## config.mk

```make
export PLATFORM = sky130hd
export DESIGN_NAME = cmp_minmax_seq_flat
export DESIGN_NICKNAME = d
export VERILOG_FILES = /design/src/rtl/cmp_minmax_seq_if.sv /design/src/rtl/cmp_minmax_seq.sv /design/src/flat_wrapper.sv
export SDC_FILE = /design/constraint.sdc
export NUM_CORES = 1
export LEC_CHECK = 0
export ABC_AREA = 1
export ABC_CLOCK_PERIOD_IN_PS = 2150
export BUFFER_PORTS_ARGS = -buffer_cell sky130_fd_sc_hd__clkbuf_2
export CORE_MARGIN = 4
export CORE_UTILIZATION = 49
export DETAILED_ROUTE_END_ITERATION = 10
export HOLD_SLACK_MARGIN = 0.06
export PLACE_DENSITY = 0.75
export SLEW_MARGIN = 20
export SYNTH_ARGS = -nofsm -noshare
export SYNTH_HDL_FRONTEND = slang
export SYNTH_SLANG_ARGS = --single-unit
```

## constraint.sdc

```tcl
create_clock -name clk -period 2.15 [get_ports clk]
set_input_delay 0.43 -clock clk [delete_from_list [all_inputs] [get_ports clk]]
set_output_delay 0.43 -clock clk [all_outputs]
set_load 0.02 [all_outputs]
```

## src/rtl/cmp_minmax_seq_if.sv

```systemverilog
// Sample stream from a source into the min/max tracker (valid/ready handshake).
interface cmp_minmax_seq_if #(
    parameter int CMP_WIDTH = 5
);
    logic                 in_valid;
    logic                 in_ready;
    logic [CMP_WIDTH-1:0] in_data;

    modport master (output in_valid, output in_data, input in_ready);
    modport slave  (input in_valid, input in_data, output in_ready);
endinterface

```

## src/rtl/cmp_minmax_seq.sv

```systemverilog
// Frame min/max tracker: one shared unsigned comparator, time-multiplexed between
// the running-max and running-min checks, reporting first-occurrence indices.
module cmp_minmax_seq #(
    parameter int CMP_WIDTH = 5,
    parameter int CNT_WIDTH = 4
) (
    input  logic                 clk,
    input  logic                 reset_n,
    input  logic                 start,
    input  logic [CNT_WIDTH-1:0] frame_len,
    cmp_minmax_seq_if.slave      stream,
    output logic                 busy,
    output logic                 done,
    output logic                 empty,
    output logic [CMP_WIDTH-1:0] max_val,
    output logic [CMP_WIDTH-1:0] min_val,
    output logic [CNT_WIDTH-1:0] max_idx,
    output logic [CNT_WIDTH-1:0] min_idx
);

    typedef enum logic [2:0] {
        IDLE,
        ACCEPT,
        CMP_MAX,
        CMP_MIN,
        DONE
    } state_t;

    state_t               state;
    state_t               state_next;
    logic [CNT_WIDTH-1:0] len_q;
    logic [CNT_WIDTH-1:0] cnt;
    logic [CNT_WIDTH-1:0] cnt_inc;
    logic [CMP_WIDTH-1:0] s_reg;
    logic [CMP_WIDTH-1:0] cmp_b;
    logic                 cmp_gt;
    logic                 cmp_lt;
    logic                 accept;
    logic                 last;

    // The single comparator: its reference operand follows the current phase.
    assign cmp_b   = (state == CMP_MAX) ? max_val : min_val;
    assign cmp_gt  = s_reg > cmp_b;
    assign cmp_lt  = s_reg < cmp_b;

    assign cnt_inc = cnt + CNT_WIDTH'(1);
    assign last    = (cnt_inc == len_q);
    assign accept  = (state == ACCEPT) && stream.in_valid;

    // NOTE: sequential state uses non-blocking assignments so every register
    // samples pre-edge values, independent of block ordering.
    always_ff @(posedge clk or negedge reset_n) begin
        if (!reset_n) begin
            state <= IDLE;
        end else begin
            state <= state_next;
        end
    end

    // NOTE: every signal written here gets a default first; otherwise a path
    // that skips the assignment would infer a latch.
    always_comb begin
        state_next      = state;
        stream.in_ready = 1'b0;
        busy            = 1'b1;
        done            = 1'b0;
        unique case (state)
            IDLE: begin
                busy = 1'b0;
                if (start) begin
                    state_next = (frame_len == '0) ? DONE : ACCEPT;
                end
            end
            ACCEPT: begin
                stream.in_ready = 1'b1;
                if (accept) begin
                    state_next = CMP_MAX;
                end
            end
            CMP_MAX: state_next = CMP_MIN;
            CMP_MIN: state_next = last ? DONE : ACCEPT;
            DONE: begin
                done       = 1'b1;
                state_next = IDLE;
            end
            default: state_next = IDLE;
        endcase
    end

    always_ff @(posedge clk or negedge reset_n) begin
        if (!reset_n) begin
            len_q   <= '0;
            cnt     <= '0;
            s_reg   <= '0;
            empty   <= 1'b0;
            max_val <= '0;
            min_val <= '0;
            max_idx <= '0;
            min_idx <= '0;
        end else begin
            unique case (state)
                IDLE: begin
                    if (start) begin
                        len_q   <= frame_len;
                        cnt     <= '0;
                        empty   <= (frame_len == '0);
                        max_val <= '0;
                        min_val <= '0;
                        max_idx <= '0;
                        min_idx <= '0;
                    end
                end
                ACCEPT: begin
                    if (accept) begin
                        s_reg <= stream.in_data;
                    end
                end
                CMP_MAX: begin
                    // Strict compare: equal samples keep the earlier index.
                    if (cnt == '0 || cmp_gt) begin
                        max_val <= s_reg;
                        max_idx <= cnt;
                    end
                end
                CMP_MIN: begin
                    if (cnt == '0 || cmp_lt) begin
                        min_val <= s_reg;
                        min_idx <= cnt;
                    end
                    cnt <= cnt_inc;
                end
                default: ;
            endcase
        end
    end

endmodule

```

## src/flat_wrapper.sv

```systemverilog
// flat-port wrapper written by rule: the top's interface ports become plain ports
module cmp_minmax_seq_flat 
#(
    parameter int CMP_WIDTH = 5,
    parameter int CNT_WIDTH = 4
)
  (clk, reset_n, start, frame_len, busy, done, empty, max_val, min_val, max_idx, min_idx, stream_in_valid, stream_in_data, stream_in_ready);
  cmp_minmax_seq_if #(.CMP_WIDTH(CMP_WIDTH)) stream_i ();
  input  logic clk;
  input  logic reset_n;
  input  logic start;
  input  logic [CNT_WIDTH-1:0] frame_len;
  output logic busy;
  output logic done;
  output logic empty;
  output logic [CMP_WIDTH-1:0] max_val;
  output logic [CMP_WIDTH-1:0] min_val;
  output logic [CNT_WIDTH-1:0] max_idx;
  output logic [CNT_WIDTH-1:0] min_idx;
  input wire logic [$bits(stream_i.in_valid)-1:0] stream_in_valid;
  input wire logic [$bits(stream_i.in_data)-1:0] stream_in_data;
  output wire logic [$bits(stream_i.in_ready)-1:0] stream_in_ready;
  assign stream_i.in_valid = stream_in_valid;
  assign stream_i.in_data = stream_in_data;
  assign stream_in_ready = stream_i.in_ready;
  cmp_minmax_seq #(.CMP_WIDTH(CMP_WIDTH), .CNT_WIDTH(CNT_WIDTH)) u_core (.clk(clk), .reset_n(reset_n), .start(start), .frame_len(frame_len), .stream(stream_i), .busy(busy), .done(done), .empty(empty), .max_val(max_val), .min_val(min_val), .max_idx(max_idx), .min_idx(min_idx));
endmodule
```

==> results of run 1 <==
-- power by group through the flow --
stage	sequential, uW	clock (uW)	combinational (uW)
finish	1060	464	1450
global route	1090	504	1650
global placement	1060	0	1390
floorplan	1130	0	922
CTS	1060	472	1420
detailed placement	1070	0	1410
-- area by class of cell --
type / count / area (sq um)
Tap cell: 46 / 57.6
Multi-Input combinational cell: 165 / 842
Inverter: 26 / 97.6
Clock buffer: 7 / 76.3
Clock inverter: 1 / 5.00
Sequential cell: 35 / 876
Fill cell: 315 / 1250
Timing Repair Buffer: 43 / 240
-- metal layers --
layer | up-vias | GRT usage
li1 | 838 | -
met1 | 777 | 0.279
met2 | 45 | 0.292
met3 | 12 | 0.0762
met4 | 0 | 0.0973
met5 | - | 0
-- repair_timing --
action / in CTS / in global routing
endpoints found under the hold margin: 2 / 0
hold buffers: 1 / 0
setup buffers: 0 / 0
setup endpoints to repair: 0 / 17
resized for setup: 0 / 4
-- worst paths after layout --
| path | start | endpoint | slack [ns] | depth (start not counted) |
|---|---|---|---|---|
| max | u_core.state[0] | u_core.max_idx[2] | 0.18 | 13 |
| min | stream_in_data[2] | u_core.s_reg[2] | 0.38 | 3 |
| max reg2reg | u_core.state[0] | u_core.max_idx[2] | 0.18 | 13 |
| min reg2reg | u_core.min_idx[2] | u_core.min_idx[2] | 0.47 | 2 |
| max in group asynchronous | reset_n | u_core.cnt[1] | 1.27 | 3 |
| min in group asynchronous | reset_n | u_core.len_q[0] | 0.47 | 2 |
-- per-stage QoR --
step	utilization	setup slack, ns	std cells	setup TNS, ns	power, uW
2_1_floorplan	-	0.0513	229	0	2050
4_1_cts	0.632	0.0777	323	0	2950
6_report	0.638	0.183	323	0	2970
3_5_place_dp	0.606	0.0917	314	0	2480
3_3_place_gp	0.606	0.132	314	0	2450
5_1_grt	0.638	-0.0156	323	-0.0396	3240
-- logic make-up after synthesis --
logic type                 Yosys count  synth area share
and+or+nand+nor                    133             0.324
DFF                                 35             0.483
buffers and inverters               29            0.0615
AOI/OAI and AO/OA                   20            0.0559
adders and majority gates            7            0.0483
muxes                                4            0.0221
xor gates and xnor gates             1           0.00484
-- worst max-delay path: stages (launching register included) --
cell and delay, ns:
dfrtp_1 0.42, inv_2 0.10, nand3_4 0.11, mux2i_1 0.14
ha_1 0.29, nand2_1 0.06, inv_1 0.08, nand4_1 0.11
nand3_2 0.11, nand2_1 0.09, nand2_4 0.12, nand2_4 0.10
nand2_1 0.07, nand2_1 0.05
-- cells in the final DEF (no fill, tap or decap) --
master / instances
clkbuf_1: 2
nor3_1: 2
buf_4: 8
nor3_2: 1
clkbuf_2: 34
clkbuf_8: 5
xnor2_1: 1
nand4_1: 5
nand2_2: 2
o21ai_0: 9
o21ai_1: 1
ha_1: 7
nand3_4: 1
nand2_1: 73
inv_1: 23
clkinv_2: 1
or2_1: 1
dlygate4sd3_1: 1
inv_2: 3
dfrtp_1: 35
mux2i_1: 4
nand3_2: 2
a31oi_1: 1
a21oi_1: 9
or2_2: 1
nor2_1: 17
nand3_1: 26
nand2_4: 2
==> metrics.csv, run 1 <==
metric,value,unit
syn_avg_cell_area,7.91,sq um
crit_type,reg2reg,
drv_cap,0,
drv_slew,0,
ioPinCount,35,
relSlewSlack,0.749,
hold_ws,0.378,ns
grt-ovfl-total,0,
grt_first_pass_wirelength,6980,um
ant_nets,0,
core-area,3440,sq um
crit_path_end_kind,flop,
num_vias,1672,
power.density,1350,nW/um^2
row_count,21,
top_layer,met4,
dp_hpwl,3230,um
fin_crit,1.97,ns
clock-sinks,35,
grt_max_degree,18,
grt_antenna_before_repair,0,
outcome,completed,
synthArstFlopShare,1.00,
met1_length,1950,um
clock_skew,0.00566,ns
routed_wl,4260,um
worst_pin_slew,0.373,ns
port-buffer-count,34,
initial_core_util,0.526,
p_sw_frac,0.460,
synth-edff-count,0,
fin_crit_sh,0.915,
viasPerCell,5.18,
min_path_type,in2reg,
fin_area,2190,sq um
synth.most_common_cell,nand2_1,
n_antenna_cell,0,
ys.warnings.count,0,
power_switching,1370,uW
die_w,68.8,um
power_frac_seq,0.357,
area_growth_syn_to_layout,21.1,%
dr.pass1.iters,4,
clock_path_buffers,2,
leakage,0.00125,uW
crit_fanout,10,
root_buffer,clkbuf_8,
max_freq,508,MHz
p_int,1610,uW
final-hold-violation-count,0,
route.detailed.drc,0,
cts_max_level,2,
seq_area_frac_synth,0.483,
grt_pass1_vias,1522,
dieArea,4730,sq um
netlist_area,1810,sq um
globalplace.congestion,0.864,
setup_violations,0,
drive_gt1_frac,0.217,
wl_met2,1970,um
synth_commonest_cells,"73 x nand2_1, 35 x dfrtp_1, 27 x nand3_1",
crit_required,2.33,ns
wl_met3,228,um
nNetsFinal,296,
routedWlPerCell,13.2,um
ir_drop,0.694,mV
worst_ep_arrival_time,2.15,ns
drt-initial-drc-count,78,
synthFlopType,dfrtp_1,
netlist_instances,229,
post_dp_cell_area,2090,sq um
cts_tree,done,
die_y,68.8,um
synth.distinct_cells,23,
path_clk_slew,0.07,ns
synth_nets,249,
cts_buffers,5,
insertion_delay,0.29,ns
synth_largest_type_area_fraction,0.483,
ys_ff_latch,35,
p_comb_frac,0.487,
synth_area_leaders,"dfrtp_1 48%, nand2_1 15%, nand3_1 7.5%, inv_1 5.0%, ha_1 4.8%",
grtUsageTotal,0.207,
worstSetupStartpointType,flop,
p_clk_frac,0.156,
synth_area_leader_cell,dfrtp_1,
(Power assumes the default switching activity.)
==> inputs of run 2 (changes only) <==
ABC_CLOCK_PERIOD_IN_PS = 2200   (was 2150)
BUFFER_PORTS_ARGS = -buffer_cell sky130_fd_sc_hd__buf_2   (was -buffer_cell sky130_fd_sc_hd__clkbuf_2)
CORE_ASPECT_RATIO = 1.75   (was unset)
CORE_UTILIZATION = 54   (was 49)
PLACE_DENSITY = 0.78   (was 0.75)
clock period = 2.2 ns   (was 2.15 ns; I/O delays follow)
==> run 2 against run 1 <==
Compared with the run above:
- wire length down 0.19%
- combinational power about the same
- fmax down 2.2%
- cell count down 1.2%
- sequential power about the same
- core utilization up 5.0 points
- hold slack worse by 0.16 ns
- cell area down 0.51%
==> metrics.csv, run 2 (synthesis gave the netlist of run 1 again) <==
metric,value,unit,change
cts_tree,done,,
drive_gt1_frac,0.217,,+0.000785
area_growth_syn_to_layout,20.5,%,
row_count,27,,+29%
globalplace.congestion,0.880,,+1.9%
grt_antenna_before_repair,0,,unchanged
max_freq,497,MHz,-2.2%
nNetsFinal,295,,-0.34%
outcome,completed,,
p_total,2920,uW,-1.7%
ioPinCount,35,,unchanged
postCtsHoldBufs,0,,-1
clock-sinks,35,,unchanged
place_ws,0.0227,ns,-0.0690 ns
dieArea,4380,sq um,-7.4%
grt_first_pass_wirelength,7170,um,+2.8%
relSlewSlack,0.484,,-0.265
r2r-start,u_core.state[0],,
grt-ovfl-total,0,,unchanged
initial_core_util,0.571,,+0.0442
crit_top_cell,nand2_1,,
routed_wl,4250,um,-0.19%
grt_pass1_vias,1566,,+2.9%
fin_ws,0.188,ns,+0.00507 ns
insertion_delay,0.29,ns,about the same
min_path_type,in2async,,
drv_slew,0,,unchanged
ir_drop,0.791,mV,+14%
core-area,3180,sq um,-7.7%
crit_fanout,10,,unchanged
final-hold-violation-count,0,,unchanged
leakage,0.00126,uW,+0.36%
worst_ep_arrival_time,2.18,ns,+0.03 ns
crit_required,2.37,ns,+0.04 ns
cts_max_level,2,,unchanged
path_clk_slew,0.07,ns,about the same
root_buffer,clkbuf_8,,
fin_util,0.688,,+0.0500
cp_num_buf_inv,2,,unchanged
routedWlPerCell,13.3,um,+1.1%
cp_cell_sequence,inv_2 -> nand3_4 -> mux2i_1 -> ha_1 -> nand2_1 -> inv_1 -> nand4_1 -> nand3_2 -> nand2_1 -> nand2_4 -> nand2_4 -> nand2_1 -> nand2_1,,
cp_slowest_cell,dfrtp_1,,
clock_skew,0.00803,ns,+0.00237 ns
fin_crit,2.01,ns,+0.0449 ns
route.detailed.drc,0,,unchanged
worstSetupStartpointType,flop,,
critical_path.startpoint,u_core.state[0],,
crit_type,reg2reg,,
drv_cap,0,,unchanged
hold_ws,0.220,ns,-0.158 ns
path_delay_family,simple AND/OR/NAND/NOR gates,,
num_vias,1633,,-2.3%
port-buffer-count,34,,unchanged
dr.pass1.iters,4,,unchanged
cts_buffers,5,,unchanged
fin_crit_sh,0.914,,about the same
dp_hpwl,3170,um,-1.7%
viasPerCell,5.12,,-1.1%
worst_pin_slew,0.773,ns,+0.400 ns
crit_path_max_incr_delay,0.41,ns,about the same
clock_path_buffers,2,,unchanged
layout_commonest_cell,nand2_1,,
ant_nets,0,,unchanged
grt_max_degree,36,,+18
setup_violations,0,,unchanged
mostFrequentLayoutCells,"73 x nand2_1, 35 x dfrtp_1, 34 x buf_2",,
n_antenna_cell,0,,unchanged
die_y,84.6,um,+23%
grtUsageTotal,0.218,,+0.0116
die_w,51.8,um,-25%
power.density,1340,nW/um^2,-1.2%
drt-initial-drc-count,56,,-28%
crit_path_end_kind,flop,,
setup_tns,0,ns,unchanged
-- run 2: layer usage --
metal,GRT usage,routed length (um),vias to the layer above
li1,-,-,834
met5,0,0,-
met1,0.249,1660,755
met3,0.0533,156,9
met4,0.105,105,0
met2,0.369,2330,35
-- run 2: layout make-up --
class	instances	area [sq um]
Sequential cell	35	876
Clock inverter	1	5.00
Fill cell	305	992
Clock buffer	7	76.3
Timing Repair Buffer	41	223
Multi-Input combinational cell	166	852
Tap cell	43	53.8
Inverter	26	97.6
-- run 2: final timing paths --
kind | to | depth (start not counted) | slack (ns)
max in group asynchronous | u_core.max_idx[1] | 1 | 1.47
min reg2reg | u_core.max_idx[1] | 2 | 0.47
min | u_core.cnt[2] | 1 | 0.22
max reg2reg | u_core.max_idx[0] | 13 | 0.19
max | u_core.max_idx[0] | 13 | 0.19
min in group clk | u_core.s_reg[2] | 3 | 0.42
-- run 2: report_power, final --
part / total [uW] / internal [uW] / switching (uW)
combinational: 1440 / 516 / 922
sequential: 1040 / 848 / 196
clock: 439 / 222 / 217
total: 2920 / 1590 / 1340
-- run 2: worst reg2reg max path, stage by stage, from the launching register on --
cell,delay [ns]
dfrtp_1,0.41
inv_2,0.12
nand3_4,0.13
mux2i_1,0.15
ha_1,0.30
nand2_1,0.05
inv_1,0.08
nand4_1,0.10
nand3_2,0.10
nand2_1,0.10
nand2_4,0.14
nand2_4,0.10
nand2_1,0.07
nand2_1,0.05
-- run 2: timing repair --
item / in CTS / in global routing
setup endpoints to repair: 0 / 18
buffers inserted: 0 / 2
hold endpoints to repair: 0 / 0
resized for setup: 0 / 4
-- run 2: stage by stage --
step	area, sq um	cells
6_report	2180	319
5_1_grt	2180	319
4_1_cts	2140	316
3_5_place_dp	2060	308
3_3_place_gp	2060	308
2_1_floorplan	1810	229
==> inputs of run 3 (changes only) <==
==> constraint.sdc (replaced) <==
create_clock -name clk -period 2.2 [get_ports clk]
set_input_delay 0.22 -clock clk [delete_from_list [all_inputs] [get_ports clk]]
set_output_delay 0.22 -clock clk [all_outputs]
set_load 0.005 [all_outputs]
==> run 3 against run 2 <==
Compared with the run above:
- first-iteration DRC count grew 3.6%
- total power shrank 4.1%
- sequential power is essentially flat
- cell count grew 0.31%
- critical path depth is the same
- cell area grew 0.46%
- clock power is essentially flat
- setup slack lost 0.0036 ns
==> metrics.csv, run 3 (synthesis gave the netlist of run 1 again) <==
metric,value,unit,change
die_w,51.8,um,unchanged
initial_core_util,0.571,,unchanged
ir_drop,0.785,mV,-0.75%
whs_path_depth,3,,
ant_nets,0,,unchanged
placed_cells,308,,unchanged
crit_fanout,10,,unchanged
clock_path_buffers,2,,unchanged
crit_path_max_incr_delay,0.41,ns,about the same
core-area,3180,sq um,unchanged
max_freq,496,MHz,-0.18%
crit_type,reg2reg,,
final-hold-violation-count,0,,unchanged
drv_cap,0,,unchanged
layout_commonest_cell,nand2_1,,
power.density,1280,nW/um^2,-4.6%
relSlewSlack,0.489,,+0.00477
fin_crit,2.02,ns,+0.00357 ns
reg2reg_depth,13,,unchanged
clock-sinks,35,,unchanged
cp_slowest_cell,dfrtp_1,,
die_y,84.6,um,unchanged
grt_max_degree,36,,unchanged
grt-ovfl-total,0,,unchanged
viasPerCell,5.10,,-0.43%
clock_skew,0.00821,ns,+0.000182 ns
setup_tns,0,ns,unchanged
worst_ep_arrival_time,2.19,ns,about the same
path_clk_slew,0.07,ns,about the same
worstSetupPathDepth,13,,unchanged
drv_slew,0,,unchanged
grt_antenna_before_repair,0,,unchanged
area_growth_syn_to_layout,21.1,%,
insertion_delay,0.29,ns,about the same
nNetsFinal,296,,+0.34%
drive_gt1_frac,0.217,,-0.000785
crit_path_end_kind,flop,,
setup_violations,0,,unchanged
grt_pass1_vias,1568,,+0.13%
cts_tree,done,,
mostFrequentLayoutCells,"73 x nand2_1, 35 x dfrtp_1, 34 x buf_2",,
dieArea,4380,sq um,unchanged
leakage,0.00126,uW,+0.33%
min_path_type,in2reg,,
fin_util,0.691,,+0.00315
globalplace.congestion,0.880,,unchanged
cp_num_buf_inv,2,,unchanged
fin_cells,320,,+0.31%
n_antenna_cell,0,,unchanged
drt-initial-drc-count,58,,+3.6%
cp_cell_sequence,inv_2 -> nand3_4 -> mux2i_1 -> ha_1 -> nand2_1 -> inv_1 -> nand4_1 -> nand3_2 -> nand2_1 -> nand2_4 -> nand2_4 -> nand2_1 -> nand2_1,,
row_count,27,,unchanged
crit_required,2.37,ns,about the same
ioPinCount,35,,unchanged
cts_buffers,5,,unchanged
dr.pass1.iters,4,,unchanged
grt_first_pass_wirelength,7170,um,unchanged
nFillCells,305,,unchanged
outcome,completed,,
cts_max_level,2,,unchanged
place_ws,0.0227,ns,unchanged
fin_ws,0.185,ns,-0.00356 ns
root_buffer,clkbuf_8,,
routed_wl,4260,um,+0.24%
fin_crit_sh,0.916,,+0.00162
port-buffer-count,34,,unchanged
worst_pin_slew,0.766,ns,-0.00716 ns
route.detailed.drc,0,,unchanged
grtUsageTotal,0.218,,unchanged
dp_hpwl,3170,um,unchanged
num_vias,1631,,-0.12%
path_delay_family,simple AND/OR/NAND/NOR gates,,
crit_top_cell,nand2_1,,
worstSetupStartpointType,flop,,
routedWlPerCell,13.3,um,about the same
## run 3: cell types whose count changed in the layout (fill, tap and decap cells not counted)
cell / before / now
dlygate4sd3_1: 0 / 1
## run 3: layout make-up
| cell class | count | area, sq um | area share |
|---|---|---|---|
| multi-input cells | 166 | 852 | 0.388 |
| inverters | 26 | 97.6 | 0.0445 |
| well taps | 43 | 53.8 | 0.0245 |
| repair buffers | 42 | 233 | 0.106 |
| clock buffers | 7 | 76.3 | 0.0348 |
| flip-flops and latches | 35 | 876 | 0.399 |
| clock inverters | 1 | 5.00 | 0.00228 |
## run 3: stage by stage
step           power, uW  instance area (sq um)  hold WS, ns
3_3_place_gp        2260                   2060        0.329
3_5_place_dp        2290                   2060        0.333
6_report            2800                   2190        0.195
4_1_cts             2740                   2150        0.190
5_1_grt             3080                   2190        0.207
2_1_floorplan       1880                   1810      -0.0756
## run 3: report_power, final
group          switching [uW]  internal [uW]
registers                 197            848
logic                     802            514
clock network             218            222
## run 3: layer usage
metal	track usage	routed length [um]
met1	0.249	1670
met2	0.369	2330
met3	0.0533	152
met4	0.105	106
met5	0	0
## run 3: final timing paths
check | to | from | slack, ns
worst max-delay path | u_core.max_idx[0] | u_core.state[0] | 0.18
min in group asynchronous | u_core.cnt[2] | reset_n | 0.54
worst max register to register | u_core.max_idx[0] | u_core.state[0] | 0.18
max in group asynchronous | u_core.max_idx[1] | reset_n | 1.16
worst min register to register | u_core.max_idx[1] | u_core.max_idx[1] | 0.47
worst min-delay path | u_core.s_reg[2] | stream_in_data[2] | 0.20
## run 3: worst reg2reg max path: stages (launching register included)
cell	delay, ns
dfrtp_1	0.41
inv_2	0.12
nand3_4	0.13
mux2i_1	0.15
ha_1	0.30
nand2_1	0.05
inv_1	0.08
nand4_1	0.10
nand3_2	0.10
nand2_1	0.10
nand2_4	0.14
nand2_4	0.11
nand2_1	0.07
nand2_1	0.05
## run 3: timing repair
item / 4_1_cts / 5_1_grt
buffers inserted: 0 / 2
hold endpoints to repair: 35 / 0
gates resized for setup: 0 / 4
hold buffers: 1 / 0
setup endpoints to repair: 0 / 18
